`src/rtl/carry_skip_sub_pipe_16bit_if.sv`:
```
// Streaming bus of the pipelined carry-skip subtractor: operand channel in,
// result channel out, plus the pipeline fill level.
interface carry_skip_sub_pipe_16bit_if;
  logic        in_valid;
  logic        in_ready;
  logic [15:0] a;
  logic [15:0] b;
  logic        out_valid;
  logic        out_ready;
  logic [15:0] diff;
  logic        bout;
  logic        ovf;
  logic        zero;
  logic [2:0]  occupancy;

  modport master (
    output in_valid, a, b, out_ready,
    input  in_ready, out_valid, diff, bout, ovf, zero, occupancy
  );

  modport slave (
    input  in_valid, a, b, out_ready,
    output in_ready, out_valid, diff, bout, ovf, zero, occupancy
  );
endinterface

```
`src/rtl/carry_skip_sub_pipe_16bit.sv`:
```
// Four-stage pipelined 16-bit subtractor (a + ~b + 1), one 4-bit carry-skip
// block per stage, with a valid/ready stream that sustains one result per cycle.
module carry_skip_sub_pipe_16bit (
  input logic                          clk,
  input logic                          rst,
  carry_skip_sub_pipe_16bit_if.slave   bus
);

  // Ripple one nibble; when all propagate bits are set the incoming carry skips past.
  function automatic logic [4:0] skip_nibble(input logic [3:0] a_n,
                                             input logic [3:0] nb_n,
                                             input logic       cin);
    logic [3:0] p;
    logic [3:0] s;
    logic       c;
    p = a_n ^ nb_n;
    c = cin;
    for (int i = 0; i < 4; i++) begin
      s[i] = p[i] ^ c;
      c    = (a_n[i] & nb_n[i]) | (p[i] & c);
    end
    return {((&p) ? cin : c), s};
  endfunction

  // Each stage keeps only the operand nibbles it has not yet consumed.
  logic        v1_r, v2_r, v3_r, v4_r;
  logic [3:0]  d1_r;
  logic [7:0]  d2_r;
  logic [11:0] d3_r;
  logic [15:0] d4_r;
  logic        c1_r, c2_r, c3_r;
  logic [11:0] a1_r, nb1_r;
  logic [7:0]  a2_r, nb2_r;
  logic [3:0]  a3_r, nb3_r;
  logic        z1_r, z2_r, z3_r, z4_r;
  logic        bout4_r, ovf4_r;
  logic [2:0]  occ_r;

  logic [15:0] nb_in_s;
  logic [4:0]  n1_s, n2_s, n3_s, n4_s;
  logic        adv1_s, adv2_s, adv3_s, adv4_s;
  logic        v1_nxt_s, v2_nxt_s, v3_nxt_s, v4_nxt_s;

  // Advance chain, per-stage nibble arithmetic and next valid bits.
  always_comb begin
    adv4_s   = !v4_r || bus.out_ready;
    adv3_s   = !v3_r || adv4_s;
    adv2_s   = !v2_r || adv3_s;
    adv1_s   = !v1_r || adv2_s;
    nb_in_s  = ~bus.b;
    n1_s     = skip_nibble(bus.a[3:0], nb_in_s[3:0], 1'b1);
    n2_s     = skip_nibble(a1_r[3:0], nb1_r[3:0], c1_r);
    n3_s     = skip_nibble(a2_r[3:0], nb2_r[3:0], c2_r);
    n4_s     = skip_nibble(a3_r, nb3_r, c3_r);
    v1_nxt_s = adv1_s ? (bus.in_valid && adv1_s) : v1_r;
    v2_nxt_s = adv2_s ? v1_r : v2_r;
    v3_nxt_s = adv3_s ? v2_r : v3_r;
    v4_nxt_s = adv4_s ? v3_r : v4_r;
  end

  // Stage registers: reset clears everything, otherwise load on advance or hold.
  always_ff @(posedge clk) begin
    if (rst) begin
      v1_r <= 1'b0; v2_r <= 1'b0; v3_r <= 1'b0; v4_r <= 1'b0;
      d1_r <= 4'h0; d2_r <= 8'h00; d3_r <= 12'h000; d4_r <= 16'h0000;
      c1_r <= 1'b0; c2_r <= 1'b0; c3_r <= 1'b0;
      a1_r <= 12'h000; nb1_r <= 12'h000;
      a2_r <= 8'h00;   nb2_r <= 8'h00;
      a3_r <= 4'h0;    nb3_r <= 4'h0;
      z1_r <= 1'b0; z2_r <= 1'b0; z3_r <= 1'b0; z4_r <= 1'b0;
      bout4_r <= 1'b0;
      ovf4_r  <= 1'b0;
      occ_r   <= 3'd0;
    end else begin
      v1_r <= v1_nxt_s;
      v2_r <= v2_nxt_s;
      v3_r <= v3_nxt_s;
      v4_r <= v4_nxt_s;
      occ_r <= {2'b00, v1_nxt_s} + {2'b00, v2_nxt_s} + {2'b00, v3_nxt_s} + {2'b00, v4_nxt_s};
      if (adv1_s) begin
        a1_r  <= bus.a[15:4];
        nb1_r <= nb_in_s[15:4];
        d1_r  <= n1_s[3:0];
        c1_r  <= n1_s[4];
        z1_r  <= (n1_s[3:0] == 4'h0);
      end
      if (adv2_s) begin
        a2_r  <= a1_r[11:4];
        nb2_r <= nb1_r[11:4];
        d2_r  <= {n2_s[3:0], d1_r};
        c2_r  <= n2_s[4];
        z2_r  <= z1_r && (n2_s[3:0] == 4'h0);
      end
      if (adv3_s) begin
        a3_r  <= a2_r[7:4];
        nb3_r <= nb2_r[7:4];
        d3_r  <= {n3_s[3:0], d2_r};
        c3_r  <= n3_s[4];
        z3_r  <= z2_r && (n3_s[3:0] == 4'h0);
      end
      // Flags are finalised here so every output comes straight from a register.
      if (adv4_s) begin
        d4_r    <= {n4_s[3:0], d3_r};
        z4_r    <= z3_r && (n4_s[3:0] == 4'h0);
        bout4_r <= ~n4_s[4];
        ovf4_r  <= (a3_r[3] != ~nb3_r[3]) && (n4_s[3] != a3_r[3]);
      end
    end
  end

  assign bus.in_ready  = adv1_s;
  assign bus.out_valid = v4_r;
  assign bus.diff      = d4_r;
  assign bus.bout      = bout4_r;
  assign bus.ovf       = ovf4_r;
  assign bus.zero      = z4_r;
  assign bus.occupancy = occ_r;

endmodule

```
`src/flat_wrapper.sv`:
```
// flat-port wrapper written by rule: the top's interface ports become plain ports
module carry_skip_sub_pipe_16bit_flat 
  (clk, rst, bus_in_valid, bus_a, bus_b, bus_out_ready, bus_in_ready, bus_out_valid, bus_diff, bus_bout, bus_ovf, bus_zero, bus_occupancy);
  carry_skip_sub_pipe_16bit_if bus_i ();
  input logic clk;
  input logic rst;
  input wire logic [$bits(bus_i.in_valid)-1:0] bus_in_valid;
  input wire logic [$bits(bus_i.a)-1:0] bus_a;
  input wire logic [$bits(bus_i.b)-1:0] bus_b;
  input wire logic [$bits(bus_i.out_ready)-1:0] bus_out_ready;
  output wire logic [$bits(bus_i.in_ready)-1:0] bus_in_ready;
  output wire logic [$bits(bus_i.out_valid)-1:0] bus_out_valid;
  output wire logic [$bits(bus_i.diff)-1:0] bus_diff;
  output wire logic [$bits(bus_i.bout)-1:0] bus_bout;
  output wire logic [$bits(bus_i.ovf)-1:0] bus_ovf;
  output wire logic [$bits(bus_i.zero)-1:0] bus_zero;
  output wire logic [$bits(bus_i.occupancy)-1:0] bus_occupancy;
  assign bus_i.in_valid = bus_in_valid;
  assign bus_i.a = bus_a;
  assign bus_i.b = bus_b;
  assign bus_i.out_ready = bus_out_ready;
  assign bus_in_ready = bus_i.in_ready;
  assign bus_out_valid = bus_i.out_valid;
  assign bus_diff = bus_i.diff;
  assign bus_bout = bus_i.bout;
  assign bus_ovf = bus_i.ovf;
  assign bus_zero = bus_i.zero;
  assign bus_occupancy = bus_i.occupancy;
  carry_skip_sub_pipe_16bit u_core (.clk(clk), .rst(rst), .bus(bus_i));
endmodule
```
`config.mk`:
```
export PLATFORM = sky130hd
export DESIGN_NAME = carry_skip_sub_pipe_16bit_flat
export DESIGN_NICKNAME = d
export VERILOG_FILES = /design/src/rtl/carry_skip_sub_pipe_16bit_if.sv /design/src/rtl/carry_skip_sub_pipe_16bit.sv /design/src/flat_wrapper.sv
export SDC_FILE = /design/constraint.sdc
export NUM_CORES = 1
export LEC_CHECK = 0
export BUFFER_PORTS_ARGS = -buffer_cell sky130_fd_sc_hd__clkbuf_2
export CORE_ASPECT_RATIO = 1.5
export CORE_MARGIN = 2
export CORE_UTILIZATION = 51
export CTS_CLUSTER_DIAMETER = 100
export DETAILED_ROUTE_END_ITERATION = 10
export GPL_ROUTABILITY_DRIVEN = 1
export PLACE_DENSITY = 0.83
export SLEW_MARGIN = 10
export SYNTH_ARGS = -nofsm -noshare
export SYNTH_HDL_FRONTEND = slang
export SYNTH_SLANG_ARGS = --single-unit
```
`constraint.sdc`:
```
create_clock -name clk -period 6.2 [get_ports clk]
set_input_delay 0.62 -clock clk [delete_from_list [all_inputs] [get_ports clk]]
set_output_delay 0.62 -clock clk [all_outputs]
set_load 0.005 [all_outputs]
```
### After elaboration in Yosys (flattened, before gate mapping)

Index checks and enable logic that the tools add are counted.

* register bits after elaboration: 104
* input port bits: 36
* output and inout port bits: 24
* logic and storage cells: 128

* add/subtract/negate cells: 3
* eq/ne operators: 2
* mux-type cells: 8
* bitwise gates (word level): 70
* reduce and logical (&&, ||, !) cells: 21

Operator list (number)
* 1-bit bitwise AND: 31
* 4-bit zero test: 4
* 16-bit inverter: 1
* 1-bit bitwise OR: 16
* 4-bit AND reduction: 4
* 4-bit bitwise XOR: 4
* 1-bit bitwise XOR: 15
* 1-bit 2-to-1 mux: 8
* 3-bit by 1-bit adder with 3-bit output: 2
* 1-bit logical AND: 5
* 1-bit zero test: 4
* 1-bit logical OR: 4
* 1-bit inverter: 3
* 1-bit by 1-bit adder with 2-bit output: 1
* 1-bit != test: 2

### Longest topological paths before layout

* depth in word-level cells: 11
* depth in mapped cells: 11
* gate-level depth less buffers: 9

### Worst setup path after synthesis

Ideal clock, no wire load.

* path type: input to register
* from: in bus_a[0]
* to: reg u_core.z1_r
* setup time: 0.070 ns
* data arrival time: 2.439 ns
* data required time: 6.130 ns
* slack: 3.690 ns
* stages: 9
* cells stage by stage: inv_1 ha_1 fa_1 fa_1 inv_1 fa_1 and4b_1 o21ai_0 a21oi_1

* word-level cells in the longest chain between the ends: 8
* elaborated cells between the ends (all ways): 12

RTL lines
* from (decl): line flat_wrapper.sv:8 `input wire logic [$bits(bus_i.a)-1:0] bus_a;`
* 1-bit bitwise AND or 4-bit bitwise XOR (tied branches): line carry_skip_sub_pipe_16bit.sv:20, carry_skip_sub_pipe_16bit.sv:16
* 1-bit bitwise OR *: line carry_skip_sub_pipe_16bit.sv:20 `c = (a_n[i] & nb_n[i]) | (p[i] & c);`
* 1-bit bitwise AND *: line carry_skip_sub_pipe_16bit.sv:20
* 1-bit bitwise OR *: line carry_skip_sub_pipe_16bit.sv:20
* 1-bit bitwise AND *: line carry_skip_sub_pipe_16bit.sv:20
* 1-bit bitwise OR *: line carry_skip_sub_pipe_16bit.sv:20
* 1-bit bitwise XOR *: line carry_skip_sub_pipe_16bit.sv:19 `s[i] = p[i] ^ c;`
* named net u_core.n1_s[3]: line carry_skip_sub_pipe_16bit.sv:40 `logic [4:0] n1_s, n2_s, n3_s, n4_s;`
* 4-bit zero test *: line carry_skip_sub_pipe_16bit.sv:85 `z1_r <= (n1_s[3:0] == 4'h0);`
* to (signal assigned): line carry_skip_sub_pipe_16bit.sv:85
* to (decl): line carry_skip_sub_pipe_16bit.sv:35 `logic z1_r, z2_r, z3_r, z4_r;`

The timed path passes the listed nets; every way through them passes the cells marked *.
A chain may end at the register's enable or synchronous reset.

### Worst setup path after layout

* from: reg u_core.v1_r
* to: reg u_core.occ_r[1], in the netlist u_core.bus.occupancy[1]

* elaborated cells between the ends (all ways): 8

RTL lines
* from (decl): line carry_skip_sub_pipe_16bit.sv:26 `logic v1_r, v2_r, v3_r, v4_r;`
* from (signal assigned): line carry_skip_sub_pipe_16bit.sv:75 `v1_r <= v1_nxt_s;`
* 1-bit 2-to-1 mux: line carry_skip_sub_pipe_16bit.sv:56 `v2_nxt_s = adv2_s ? v1_r : v2_r;`
* named net u_core.v2_nxt_s: line carry_skip_sub_pipe_16bit.sv:42 `logic v1_nxt_s, v2_nxt_s, v3_nxt_s, v4_nxt_s;`
* 1-bit by 1-bit adder with 2-bit output: line carry_skip_sub_pipe_16bit.sv:79 `occ_r <= {2'b00, v1_nxt_s} + {2'b00, v2_nxt_s} + {2'b00, v3_nxt_s} + {2'b00, v4_nxt_s};`
* 3-bit by 1-bit adder with 3-bit output (2 in series): line carry_skip_sub_pipe_16bit.sv:79
* to (signal assigned): line carry_skip_sub_pipe_16bit.sv:79
* to (decl): line carry_skip_sub_pipe_16bit.sv:37 `logic [2:0] occ_r;`

The timed path passes the listed nets, and every way through them passes these cells.

==> impl_results.md <==
- Worst ir drop on vdd: 177 uV
- Worst reg-to-reg path cell count: 8
- Power density over the cells: 275 nW/um^2
- Most repeated cell in the gate-level netlist after synthesis: nand2_1
- Post-Syn Area: 4380 um^2
- Number of H-tree levels: 3
- Largest net degree at the start of global routing: 69
- Worst skew pair latency: 0.34 ns
- Mean number of vias per cell: 5.32
- Met2 wire length: 4.61 mm
- Worst setup path start: u_core.v1_r
- Area growth from synthesis to final layout: 12.8%
- Maximum clock insertion buffer count: 2
- Transition at the pin with the smallest max-transition slack: 0.861 ns
- Headroom to the max-slew limit: 42.5%
- Max-capacitance violation count: 0
- Crit path buffers/inverters: 3
- Synthesis warning total: 0
- Vias after detailed routing: 3,448
- RSZ-0062 raised after global routing: no
- Start of the worst register-to-register path: u_core.v1_r
- Core Footprint: 8360 um^2
- End of the worst register-to-register path: u_core.bus.occupancy[1]
- Total power of the final layout: 1.36 mW
- Peak fanout along the critical path: 32
- Number of buffers created by CTS: 9
- Count of endpoints failing hold in the final timing report: 0
- Post-synth top area share: 47.6%
- Fraction of final layout cells sized beyond drive strength 1: 14.8%
- Net count, final: 608
- CTS tree: done
- Outcome: finished clean
- Initial standard-cell utilization of the core: 52.4%
- Worst Clk Skew: 0.00647 ns
- Die extent in x: 79.7 um
- Post-CTS setup repair buffer count: 0
- Standard-cell row count: 41
- PortBufs: 59
- Final worst setup slack: 3.49 ns
- Die area: 9360 um^2
- Sequential-to-total area share from yosys stat: 47.6%
- Initial antenna violation count: 0
- Uppermost signal routing layer after detailed routing: met4
- Max stage delay on crit path: 0.75 ns
- Number of distinct standard cells referenced by the synthesized netlist: 30
- Worst setup SP type: flip-flop
- Data arrival time at the worst-slack endpoint: 2.91 ns
- Last element of the critical path: u_core.bus.occupancy[1]
- Height of the die: 117 um
- Routed wire length: 8.64 mm
- Via count of the first global-routing pass: 3,240
- Diode count: 0
- Iteration-0 DRC count of the detailed router: 209
- Clock edge transition at the registers on the reported setup and hold paths: 0.06 ns
- Crit-path cells: inv_1 -> nand2_1 -> ha_1 -> inv_1 -> fa_1 -> inv_1 -> ha_1 -> nor2b_1
- Family of cells with the greatest summed delay on the critical path: adder cells
- Total track usage: 19.7%
- Total negative slack: 0 ns
- Half-perimeter wire length of the detailed placement result: 6.12 mm
- Most frequent cell on the critical path: inv_1
- Period utilization: 43.7%
- Critical path data required time: 6.40 ns
- Post-Synthesis Cells: 501
- Syn nets: 571
- Count of final setup violators: 0
- Cell with the largest stage delay on the worst path: inv_1
- Main area contributors after synthesis: dfxtp_1 (48%), nand2_1 (9.9%), a21oi_1 (8.6%)
- Worst R2R Setup Slack: 3.49 ns
- Final weighted congestion in routability-driven placement: 0.860
- Shortest clock period the worst path allows after layout: 2.71 ns
- Static power due to leakage: 2.04 nW
- Residual overflow from global routing: 0
- Global-route wire length before repair: 14.7 mm
- Post-synthesis register bit count: 104
- Number of placed cells counting well taps: 634
- Top_reg_cell synth: dfxtp_1
- Wire length per cell: 13.3 um
- Path class of the lowest-slack min-delay path: flip-flop to flip-flop
- Length of routed met3 wiring: 291 um
- Ports: 60
- Worst setup slack before clock tree synthesis: 3.42 ns
- Category of the critical setup timing path: flip-flop to flip-flop
- CTS root buffer: clkbuf_16
- Number of clock sinks seen by CTS: 104
- DRT antenna net count: 0
- DRC Markers: 0
- Async set or reset register ratio after synthesis: 0%
- Slew Limit Fails: 0
- Number of flops mapped to enable cells by yosys: 0
- Cts-stage hold buffer count: 0
- Router iterations before antenna repair: 4
- Detailed-routing wirelength on met1: 3.44 mm
- Post-Route Hold Slack: 0.448 ns
- Cell type with the highest aggregate area in the netlist: dfxtp_1
- Type of element capturing the critical path: flip-flop
- Post-cts sizing count: 0
- Achievable frequency: 369 MHz
- Number of cells on the critical path: 8
- Average footprint of a synthesized cell: 8.74 um^2
- Leading cell types by count after synthesis: nand2_1 (115), dfxtp_1 (104), a21oi_1 (75)
- Final Non-Filler Cells: 648
## area by class of cell
type	count	area, um^2
fillers	740	3420
flip-flops and latches	104	2080
multi-input cells	331	2010
repair buffers	63	325
clock buffers	10	229
well taps	107	134
inverters	29	109
clock inverters	4	47.5
## through the flow
stage	area, um^2	util [%]
finish	4940	59.1
floorplan	4380	-
global route	4940	59.1
global placement	4660	55.8
CTS	4940	59.1
detailed placement	4660	55.8
## power breakdown
group          leakage, nW  total, mW  internal (mW)  switching [mW]
Clock                0.134      0.534          0.307           0.227
Combinational         1.06      0.100         0.0447          0.0553
Sequential           0.855      0.725          0.702          0.0230
Total                 2.04       1.36           1.05           0.305
## kinds of logic (layout without fill, tap and decap cells)
logic type / after synthesis / after routing / share of synthesized area [%]
AO/OA/AOI/OAI: 114 / 114 / 14.5
adder cells (fa/ha/maj): 34 / 34 / 12.5
flip-flops: 104 / 104 / 47.6
XOR/XNOR: 1 / 1 / 0.200
multiplexers: 3 / 3 / 0.772
AND/OR/NAND/NOR: 179 / 179 / 18.1
buffers and inverters: 66 / 106 / 6.46
## worst register-to-register path, cell delays in order (launching register included)
cell     delay [ns]
dfxtp_1        0.53
inv_1          0.75
nand2_1        0.13
ha_1           0.33
inv_1          0.05
fa_1           0.37
inv_1          0.06
ha_1           0.21
nor2b_1        0.13
## state kept, by name, summed over array words and instances, names as in the netlist, 3 cells and up
| signal | count |
|---|---|
| u_core.nb1_r | 12 |
| u_core.d3_r | 12 |
| u_core.nb3_r | 4 |
| u_core.a3_r | 4 |
| u_core.d1_r | 4 |
| u_core.d2_r | 8 |
| u_core.a2_r | 8 |
| u_core.bus.occupancy | 3 |
| u_core.bus.diff | 16 |
| u_core.nb2_r | 8 |
| u_core.a1_r | 12 |
## how the worst min path moves through the flow
stage / to / slack, ns / start / depth (start not counted)
floorplan: u_core.z2_r / 0.43 / u_core.z2_r / 2
global placement: u_core.bus.diff[3] / 0.44 / u_core.bus.diff[3] / 2
detailed placement: u_core.bus.diff[6] / 0.44 / u_core.bus.diff[6] / 2
CTS: u_core.nb1_r[4] / 0.45 / bus_b[8] / 2
global route: u_core.nb1_r[2] / 0.46 / bus_b[6] / 2
finish: u_core.bus.diff[6] / 0.45 / u_core.bus.diff[6] / 2
## placed cells by master (no fill, tap or decap), types with 3 or more instances in the layout
cell type	synthesis	routed
nand2_1	115	115
dfxtp_1	104	104
a21oi_1	75	75
clkbuf_2	0	58
inv_1	29	29
a211oi_1	21	21
ha_1	18	18
nor3_1	16	16
fa_1	16	16
nand3_1	15	15
o21ai_0	14	14
nor2_1	11	11
clkbuf_16	0	9
nand4_1	5	5
buf_4	1	4
nor2b_1	3	3
or3_1	3	3
mux2_2	3	3
o31ai_1	3	3
## metal layers
| layer | GRT usage (%) | vias up |
|---|---|---|
| li1 | - | 1736 |
| met1 | 23.4 | 1600 |
| met2 | 33.3 | 88 |
| met3 | 2.53 | 24 |
| met4 | 11.7 | 0 |
| met5 | 0 | - |
Note: power is estimated with default switching activity, not from simulation.
